$ cat src/rtl/i_meas_seq_if.sv
// Bundle of request/ack, digitizer and result signals for the shared current-measurement channel.
// The sequencer takes the slave side; the controller/analog model takes the master side.
interface i_meas_seq_if #(
  parameter int N_CH     = 4,
  parameter int CODE_W   = 10,
  parameter int AVG_LOG2 = 2
);
  localparam int RES_W = CODE_W + 1 + AVG_LOG2;
  localparam int CH_W  = $clog2(N_CH);

  logic [N_CH-1:0]   req;
  logic [N_CH-1:0]   ack;
  logic [N_CH-1:0]   sel_onehot;
  logic              term_en;
  logic              adc_start;
  logic              adc_done;
  logic [CODE_W-1:0] adc_code;
  logic [CODE_W-1:0] ref_code;
  logic [RES_W-1:0]  result;
  logic [CH_W-1:0]   result_ch;
  logic              result_valid;
  logic              err;
  logic              busy;

  modport slave (
    input  req, adc_done, adc_code, ref_code,
    output ack, sel_onehot, term_en, adc_start, result, result_ch, result_valid, err, busy
  );

  modport master (
    output req, adc_done, adc_code, ref_code,
    input  ack, sel_onehot, term_en, adc_start, result, result_ch, result_valid, err, busy
  );
endinterface

$ cat src/rtl/i_meas_seq.sv
// Round-robin sequencer sharing one I-V termination + digitizer among N_CH requesters:
// route, settle, accumulate 2^AVG_LOG2 offset conversions, return a signed tagged sum.
module i_meas_seq #(
  parameter int N_CH       = 4,
  parameter int CODE_W     = 10,
  parameter int AVG_LOG2   = 2,
  parameter int SETTLE_CYC = 8,
  parameter int TIMEOUT    = 255
) (
  input  logic         clk,
  input  logic         rstb,
  i_meas_seq_if.slave  bus
);
  localparam int RES_W = CODE_W + 1 + AVG_LOG2;
  localparam int CH_W  = $clog2(N_CH);
  localparam int SMP_W = AVG_LOG2 + 1;
  localparam int NSAMP = 1 << AVG_LOG2;

  localparam logic [2:0] IDLE   = 3'd0;
  localparam logic [2:0] SETTLE = 3'd1;
  localparam logic [2:0] START  = 3'd2;
  localparam logic [2:0] WAIT   = 3'd3;
  localparam logic [2:0] DONE   = 3'd4;

  logic [2:0]              state_reg, state_next;
  logic [CH_W-1:0]         ch_reg, last_reg;
  logic [7:0]              settle_reg;
  logic [15:0]             tmo_reg;
  logic [SMP_W-1:0]        smp_reg;
  logic signed [RES_W-1:0] acc_reg, result_reg;
  logic [CH_W-1:0]         result_ch_reg;
  logic                    err_reg;

  logic signed [CODE_W:0]  diff;
  logic signed [RES_W-1:0] diff_ext, acc_sum;
  logic                    last_smp, tmo_hit, settle_end;

  // Difference taken one bit wider so codes below the reference go negative.
  assign diff     = signed'({1'b0, bus.adc_code} - {1'b0, bus.ref_code});
  assign diff_ext = RES_W'(diff);
  assign acc_sum  = acc_reg + diff_ext;

  assign last_smp   = (smp_reg == SMP_W'(NSAMP - 1));
  assign tmo_hit    = (tmo_reg == 16'(TIMEOUT - 1));
  assign settle_end = (settle_reg == 8'(SETTLE_CYC - 1));

  // Candidate gi is the channel gi+1 places after the last grant.
  logic [CH_W-1:0] cand [N_CH];
  logic [N_CH-1:0] hit;
  logic [CH_W-1:0] pick;
  logic            pick_valid;

  generate
    for (genvar gi = 0; gi < N_CH; gi++) begin : g_rr
      assign cand[gi] = CH_W'((int'(last_reg) + 1 + gi) % N_CH);
      assign hit[gi]  = bus.req[cand[gi]];
    end
  endgenerate

  always_comb begin
    pick       = '0;
    pick_valid = 1'b0;
    for (int k = N_CH - 1; k >= 0; k--) begin
      if (hit[k]) begin
        pick       = cand[k];
        pick_valid = 1'b1;
      end
    end
  end

  always_comb begin
    state_next = state_reg;
    case (state_reg)
      IDLE:    if (pick_valid) state_next = SETTLE;
      SETTLE:  if (settle_end) state_next = START;
      START:   state_next = WAIT;
      WAIT: begin
        if (bus.adc_done) state_next = last_smp ? DONE : START;
        else if (tmo_hit) state_next = DONE;
      end
      DONE:    state_next = IDLE;
      default: state_next = IDLE;
    endcase
  end

  always_ff @(posedge clk or negedge rstb) begin
    if (!rstb) begin
      state_reg     <= IDLE;
      ch_reg        <= '0;
      last_reg      <= CH_W'(N_CH - 1);
      settle_reg    <= '0;
      tmo_reg       <= '0;
      smp_reg       <= '0;
      acc_reg       <= '0;
      result_reg    <= '0;
      result_ch_reg <= '0;
      err_reg       <= 1'b0;
    end else begin
      state_reg <= state_next;
      case (state_reg)
        IDLE: begin
          if (pick_valid) begin
            ch_reg     <= pick;
            last_reg   <= pick;
            settle_reg <= '0;
            smp_reg    <= '0;
            acc_reg    <= '0;
          end
        end
        SETTLE: settle_reg <= settle_reg + 8'd1;
        START:  tmo_reg <= '0;
        WAIT: begin
          // The result is captured on the way into DONE so it is visible during DONE.
          if (bus.adc_done) begin
            acc_reg <= acc_sum;
            smp_reg <= smp_reg + SMP_W'(1);
            if (last_smp) begin
              result_reg    <= acc_sum;
              result_ch_reg <= ch_reg;
              err_reg       <= 1'b0;
            end
          end else begin
            tmo_reg <= tmo_reg + 16'd1;
            if (tmo_hit) begin
              result_reg    <= acc_reg;
              result_ch_reg <= ch_reg;
              err_reg       <= 1'b1;
            end
          end
        end
        DONE:    acc_reg <= '0;
        default: ;
      endcase
    end
  end

  logic            routed;
  logic [N_CH-1:0] ch_onehot;

  assign routed    = (state_reg == SETTLE) || (state_reg == START) || (state_reg == WAIT);
  assign ch_onehot = N_CH'(1) << ch_reg;

  assign bus.sel_onehot   = routed ? ch_onehot : '0;
  assign bus.term_en      = routed;
  assign bus.adc_start    = (state_reg == START);
  assign bus.ack          = (state_reg == DONE) ? ch_onehot : '0;
  assign bus.result_valid = (state_reg == DONE);
  assign bus.busy         = (state_reg != IDLE);
  assign bus.result       = result_reg;
  assign bus.result_ch    = result_ch_reg;
  assign bus.err          = err_reg;
endmodule
$ cat src/flat_wrapper.sv
// flat-port wrapper written by rule: the top's interface ports become plain ports
module i_meas_seq_flat 
#(
  parameter int N_CH       = 4,
  parameter int CODE_W     = 10,
  parameter int AVG_LOG2   = 2,
  parameter int SETTLE_CYC = 8,
  parameter int TIMEOUT    = 255
)
  (clk, rstb, bus_req, bus_adc_done, bus_adc_code, bus_ref_code, bus_ack, bus_sel_onehot, bus_term_en, bus_adc_start, bus_result, bus_result_ch, bus_result_valid, bus_err, bus_busy);
  i_meas_seq_if #(.N_CH(N_CH), .CODE_W(CODE_W), .AVG_LOG2(AVG_LOG2)) bus_i ();
  input  logic clk;
  input  logic rstb;
  input wire logic [$bits(bus_i.req)-1:0] bus_req;
  input wire logic [$bits(bus_i.adc_done)-1:0] bus_adc_done;
  input wire logic [$bits(bus_i.adc_code)-1:0] bus_adc_code;
  input wire logic [$bits(bus_i.ref_code)-1:0] bus_ref_code;
  output wire logic [$bits(bus_i.ack)-1:0] bus_ack;
  output wire logic [$bits(bus_i.sel_onehot)-1:0] bus_sel_onehot;
  output wire logic [$bits(bus_i.term_en)-1:0] bus_term_en;
  output wire logic [$bits(bus_i.adc_start)-1:0] bus_adc_start;
  output wire logic [$bits(bus_i.result)-1:0] bus_result;
  output wire logic [$bits(bus_i.result_ch)-1:0] bus_result_ch;
  output wire logic [$bits(bus_i.result_valid)-1:0] bus_result_valid;
  output wire logic [$bits(bus_i.err)-1:0] bus_err;
  output wire logic [$bits(bus_i.busy)-1:0] bus_busy;
  assign bus_i.req = bus_req;
  assign bus_i.adc_done = bus_adc_done;
  assign bus_i.adc_code = bus_adc_code;
  assign bus_i.ref_code = bus_ref_code;
  assign bus_ack = bus_i.ack;
  assign bus_sel_onehot = bus_i.sel_onehot;
  assign bus_term_en = bus_i.term_en;
  assign bus_adc_start = bus_i.adc_start;
  assign bus_result = bus_i.result;
  assign bus_result_ch = bus_i.result_ch;
  assign bus_result_valid = bus_i.result_valid;
  assign bus_err = bus_i.err;
  assign bus_busy = bus_i.busy;
  i_meas_seq #(.N_CH(N_CH), .CODE_W(CODE_W), .AVG_LOG2(AVG_LOG2), .SETTLE_CYC(SETTLE_CYC), .TIMEOUT(TIMEOUT)) u_core (.clk(clk), .rstb(rstb), .bus(bus_i));
endmodule
$ cat config.mk
export PLATFORM = sky130hd
export DESIGN_NAME = i_meas_seq_flat
export DESIGN_NICKNAME = d
export VERILOG_FILES = /design/src/rtl/i_meas_seq_if.sv /design/src/rtl/i_meas_seq.sv /design/src/flat_wrapper.sv
export SDC_FILE = /design/constraint.sdc
export NUM_CORES = 1
export LEC_CHECK = 0
export ABC_AREA = 1
export CAP_MARGIN = 20
export CELL_PAD_IN_SITES_DETAIL_PLACEMENT = 0
export CELL_PAD_IN_SITES_GLOBAL_PLACEMENT = 1
export CORE_UTILIZATION = 42
export CTS_BUF_LIST = sky130_fd_sc_hd__clkbuf_4 sky130_fd_sc_hd__clkbuf_8
export CTS_CLUSTER_SIZE = 8
export DETAILED_ROUTE_END_ITERATION = 6
export HOLD_SLACK_MARGIN = 0.06
export PLACE_DENSITY = 0.93
export SYNTH_ARGS = -nofsm -noshare
export SYNTH_HDL_FRONTEND = slang
export SYNTH_SLANG_ARGS = --single-unit
$ cat constraint.sdc
create_clock -name clk -period 2.1 [get_ports clk]
set_input_delay 0.42 -clock clk [delete_from_list [all_inputs] [get_ports clk]]
set_output_delay 0.42 -clock clk [all_outputs]
set_load 0.005 [all_outputs]
# Word level (Yosys, flattened, before mapping)
# Cells that the tools add are included.
classes:
  addsub: 9
  mul: 0
  n_div: 0
  magnitude_cmp: 4
  eq_ne: 13
  shift: 1
  muxes: 43
  bitwise: 0
  n_reduce_logical: 16
ops:
  columns: ["op", "n"]
  rows:
  - ["$mux W13", 5]
  - ["$pmux W13 S3", 1]
  - ["$pmux W16 S2", 1]
  - ["$mux W3", 7]
  - ["$add A16 B1 Y16 const B", 1]
  - ["$eq A16 B8 Y1 const B", 1]
  - ["$mux W16", 1]
  - ["$pmux W8 S2", 1]
  - ["$mux W2", 7]
  - ["$add A13 B11 Y13", 1]
  - ["$lt A2 B3 Y1 const B", 4]
  - ["$pmux W3 S4", 1]
  - ["$reduce_and A3 Y1", 4]
  - ["$mux W1", 11]
  - ["$sub A10 B10 Y11", 1]
  - ["$eq A3 B2 Y1 const B", 3]
  - ["$add A8 B1 Y8 const B", 1]
  - ["$bmux W1 S2", 4]
  - ["$eq A8 B3 Y1 const B", 1]
  - ["$mux W4", 2]
  - ["$mux W8", 1]
  - ["$reduce_bool A2 Y1", 4]
  - ["$ne A2 B1 Y1 const B", 3]
  - ["$pmux W3 S2", 1]
  - ["12 further kinds", 19]
totals:
  register_bits: 63
  latch_bits: 0
  ramBits: 0
  romBits: 0
  inputBits: 27
  out_inout_bits: 28
  word_cells: 96
  memories: 0

# Logic depth before layout (Yosys ltp)
logic_depth:
  depth_word: 10
  depth_mapped: 23
  ltp_nobuf: 23

# Worst setup path before layout
# Ideal clock, no wire load.
synth_timing:
  path_kind: "input port to flip-flop"
  start: "input port bus_adc_code[0]"
  end: "register u_core.result_reg[11] (netlist: u_core.bus.result[11])"
  setup_ns: 0.116
  arrival_time_ns: 2.499
  required_ns: 1.984
  path_slack_ns: -0.515
  cell_stages: 16
  path_buffers: 0
  path_cell_list: "inv_1 > ha_1 > inv_1 > fa_1 > a31o_2 > xor2_1 > ha_1 > a21o_1 > a21oi_1 > nand2_1 > nand2_1 > nand2_1 > nand2_1 > nand3_1 > nand2_1 > nand2_1"
synth_via:
  elab_chain_cells: 4
synth_lines:
  columns: ["item", "line", "rtl"]
  rows:
  - ["start, declared", "flat_wrapper.sv:16", "input wire logic [$bits(bus_i.adc_code)-1:0] bus_adc_code;"]
  - ["$sub A10 B10 Y11", "i_meas_seq.sv:39", "assign diff = signed'({1'b0, bus.adc_code} - {1'b0, bus.ref_code});"]
  - ["$add A13 B11 Y13", "i_meas_seq.sv:41", "assign acc_sum = acc_reg + diff_ext;"]
  - ["$mux W13", "i_meas_seq.sv:117", "if (last_smp) begin"]
  - ["$mux W13", "i_meas_seq.sv:114", "if (bus.adc_done) begin"]
  - ["end signal, assigned", "i_meas_seq.sv:118", "result_reg <= acc_sum;"]
  - ["end signal, assigned", "i_meas_seq.sv:125", "result_reg <= acc_reg;"]
  - ["end, declared", "i_meas_seq.sv:30", "logic signed [RES_W-1:0] acc_reg, result_reg;"]
# Every way passes these cells. The select of a mux whose other input is x is not followed.
# A chain may end at the register's enable or synchronous reset.

# Final worst setup path
# Ends and elaborated chain as after synthesis.

==> impl_summary.log <==
INFO  metric outcome = finished with violations
INFO  metric violations = negative setup slack
INFO  metric critPathLaunchType = input pin
INFO  metric worst-r2r-cell-count = 9
INFO  metric vias_in_the_first_global_route = 4651
INFO  metric hold_viol = 0
INFO  metric clkLatencyLatePin = 350 ps
INFO  metric synth_cells = 629
INFO  metric worstPathMaxFanout = 4
INFO  metric ctsLongestPathBuffers = 2
INFO  metric finalNonFillerCells = 905
INFO  metric maximum_number_of_pins_on_one_net_before_global_route_repair = 48
INFO  metric ir_worst_vdd = 678 uV
INFO  metric floorplan.die.height = 106 um
INFO  metric numPortBuffers = 54
INFO  metric detail_route.first_pass.iterations = 5
INFO  metric drc = 0
INFO  metric detailedRoute.firstIterationViolations = 320
INFO  metric placed_cell_area = 5700 um^2
INFO  metric yosys_warnings = 0
INFO  metric path_common_cell = sky130_fd_sc_hd__nand2_1
INFO  metric globalRouteTotalUtil = 22.9%
INFO  metric flip_flop_count_of_the_largest_register_all_copies_and_words_added = 16
INFO  metric final-setup-viol-count = 20
INFO  metric post-synth-top-area-fraction = 33.7%
INFO  metric worst_slack = -465 ps
INFO  metric wirelength = 13300 um
INFO  metric rows = 37
INFO  metric final-max-slew-violation-count = 0
INFO  metric rrSetupSlack = 40 ps
INFO  metric cell_chain_of_the_critical_path = buf_8 > inv_12 > ha_4 > inv_4 > fa_2 > a21oi_4 > nor2_2 > nor2_2 > xnor2_1 > ha_2 > inv_2 > o21bai_4 > a31oi_1 > nand2_1 > nand2_2 > nand3_2 > nand2_1 > nand2_1
INFO  metric endpoint = u_core.bus.result[11]
INFO  metric total_cts_buffers = 9
INFO  metric endpoint_arrival_time_on_the_critical_path = 2800 ps
INFO  metric drt-vias-per-instance = 5.23
INFO  metric measured_slew_at_the_worst_slew_check_pin = 516 ps
INFO  metric standard_cell_with_the_maximum_stage_delay_on_the_critical_path = sky130_fd_sc_hd__fa_2
INFO  metric max-cap-violations = 0
INFO  metric critical_path.reg2reg.endpoint = u_core.acc_reg[6]
INFO  metric global_route_wire_length_before_repair = 20800 um
INFO  metric place_hpwl = 8380 um
INFO  metric post_synth_num_cell_types = 42
INFO  metric finalClockSkew = 8.87 ps
INFO  metric timing.critical_path.to_type = flop
INFO  metric cts_tree = built
INFO  metric detail_route.wl_per_cell = 14.7 um
INFO  metric layout.cells.most_common_list = sky130_fd_sc_hd__nand2_1, sky130_fd_sc_hd__inv_1, sky130_fd_sc_hd__buf_4
INFO  metric synthTopCellsByArea = sky130_fd_sc_hd__dfrtp_1, sky130_fd_sc_hd__nand2_1, sky130_fd_sc_hd__ha_1
INFO  metric synthesis.area = 4530 um^2
INFO  metric postSynthNetCount = 685
INFO  metric netlist.top_cell.by_area = sky130_fd_sc_hd__dfrtp_1
INFO  metric via_count = 4736
INFO  metric place.gp.congestion = 0.889
INFO  metric layout_commonest_cell = sky130_fd_sc_hd__nand2_1
INFO  metric worst_hold_slack_across_all_endpoints = 481 ps
INFO  metric max_clock_freq = 390 MHz
INFO  metric dpl_cells = 865
INFO  metric min_path_cells = 2
INFO  metric critical-path-top-delay-family = adder cells
INFO  metric grt-ovfl-total = 0
INFO  metric final.setup.tns = -5760 ps
INFO  metric min_path_type = reg -> reg
INFO  metric ioPinCount = 55
INFO  metric antennaDiodeCount = 0
INFO  metric critical_path_cell_count = 18
INFO  metric yosys_most_used_dff = sky130_fd_sc_hd__dfrtp_1
INFO  metric leakage = 0.00328 uW
INFO  metric layout.cell_area.non_filler = 6680 um^2
INFO  metric die-area = 11200 um^2
INFO  metric synthArstFlopShare = 100%
INFO  metric worst_ep_required_time = 2340 ps
INFO  metric cts_root_buf = sky130_fd_sc_hd__clkbuf_8
INFO  metric slew-limit-headroom = 65.4%
INFO  metric critPathMaxStageDelay = 400 ps
INFO  metric min_period_over_period = 122%
INFO  metric synth_seq_cells = 63
INFO  metric p_r_area_growth_vs_syn = 47.3%
INFO  metric cts_num_sinks = 63
INFO  metric timing.critical_path.buf_inv = 4
INFO  metric chipWidth = 106 um
INFO  metric rsz0062_at_grt = true
INFO  metric synth_enable_flop_cells = 0
INFO  metric regToRegStartpoint = u_core.acc_reg[0]
INFO  metric grt_antenna_before_repair = 0
INFO  metric synth-seq-area-share = 34.8%
INFO  metric cts.clk_slew.worst_paths = 70 ps
INFO  metric final_util = 64.1%
INFO  metric initial_utilization = 43.5%
INFO  metric final_layout_size_suffix_gt1_share = 36.5%
INFO  metric worst-setup-path-type = in -> reg
INFO  metric critical_path.startpoint = bus_adc_code[0]
INFO  metric nNetsFinal = 820
INFO  metric fin_crit = 2570 ps
INFO  metric postSynthAreaPerCell = 7.21 um^2
INFO  metric power.density_cell_area = 1170 nW/um^2
INFO  metric drt.antenna.violating_nets = 0
INFO  metric core_area = 10400 um^2
INFO  metric htree_levels = 3
==> per-layer routing <==
metal | part of all wire (%) | global-route usage, % | vias to the layer above
met2 | 51 | 41.0 | 140
li1 | - | - | 2291
met3 | 4.3 | 3.74 | 39
met1 | 41 | 27.5 | 2266
met4 | 3.0 | 8.63 | 0
met5 | 0 | 0 | -
==> layout make-up <==
cell class | instances | area [um^2]
fillers | 802 | 3740
inverters | 96 | 385
clock buffers | 13 | 160
flip-flops and latches | 63 | 1580
repair buffers | 132 | 1130
multi-input cells | 462 | 3210
well taps | 136 | 170
clock inverters | 3 | 42.5
==> through the flow <==
step | worst slack [ps] | total power (uW)
floorplan | -424 | 4240
global placement | -1140 | 5610
detailed placement | -1180 | 5730
CTS | -377 | 7310
global route | -575 | 8380
finish | -465 | 7820
==> cell families after synthesis <==
family,after synthesis,synth area share [%]
XOR/XNOR,18,3.48
adder cells (fa/ha/maj),29,8.34
AO/OA/AOI/OAI,85,11.4
buffers and inverters,104,9.14
AND/OR/NAND/NOR,330,32.8
flip-flops,63,34.8
==> power by group <==
group	switching (uW)	internal, uW
Combinational	2540	2180
Sequential	380	1610
Clock	483	619
==> cell usage after synthesis (2+ instances only) <==
library cell and number:
sky130_fd_sc_hd__inv_2 10, sky130_fd_sc_hd__buf_2 2, sky130_fd_sc_hd__nand4_1 15, sky130_fd_sc_hd__dfstp_2 2
sky130_fd_sc_hd__nand2_1 190, sky130_fd_sc_hd__fa_1 2, sky130_fd_sc_hd__or2_2 6, sky130_fd_sc_hd__nor3_1 18
sky130_fd_sc_hd__dfrtp_1 61, sky130_fd_sc_hd__inv_1 85, sky130_fd_sc_hd__nand3_4 2, sky130_fd_sc_hd__nor2_4 7
sky130_fd_sc_hd__ha_1 27, sky130_fd_sc_hd__buf_6 2, sky130_fd_sc_hd__o211ai_1 7, sky130_fd_sc_hd__o21ai_1 4
sky130_fd_sc_hd__a21oi_1 19, sky130_fd_sc_hd__nand3b_1 2, sky130_fd_sc_hd__nand3_1 40, sky130_fd_sc_hd__nand2_2 3
sky130_fd_sc_hd__clkbuf_1 3, sky130_fd_sc_hd__o21ai_2 6, sky130_fd_sc_hd__xor2_1 11, sky130_fd_sc_hd__nor2_1 43
sky130_fd_sc_hd__o21bai_1 5, sky130_fd_sc_hd__a21o_1 2, sky130_fd_sc_hd__xnor2_1 7, sky130_fd_sc_hd__o21ai_0 34
==> worst min-delay path by stage <==
stage | slack (ps) | to | start
finish | 480 | u_core.bus.result[4] | u_core.bus.result[4]
global route | 510 | u_core.bus.result[8] | u_core.bus.result[8]
CTS | 490 | u_core.bus.result[4] | u_core.bus.result[4]
detailed placement | 370 | u_core.tmo_reg[10] | rstb
global placement | 370 | u_core.tmo_reg[12] | rstb
floorplan | 120 | u_core.acc_reg[0] | rstb
==> worst min-delay path, stage by stage, from the launching register on <==
cell and delay, ps:
sky130_fd_sc_hd__dfrtp_1 340, sky130_fd_sc_hd__nand2_1 50, sky130_fd_sc_hd__nand2_1 50
==> repair_timing <==
item / CTS / global route
hold buffers: 1 / 0
setup endpoints to repair: 34 / 22
buffers inserted: 18 / 9
pin swaps: 74 / 70
endpoints found under the hold margin: 16 / 0
resized for setup: 145 / 81
No activity file was read; power rests on OpenSTA's default activity.
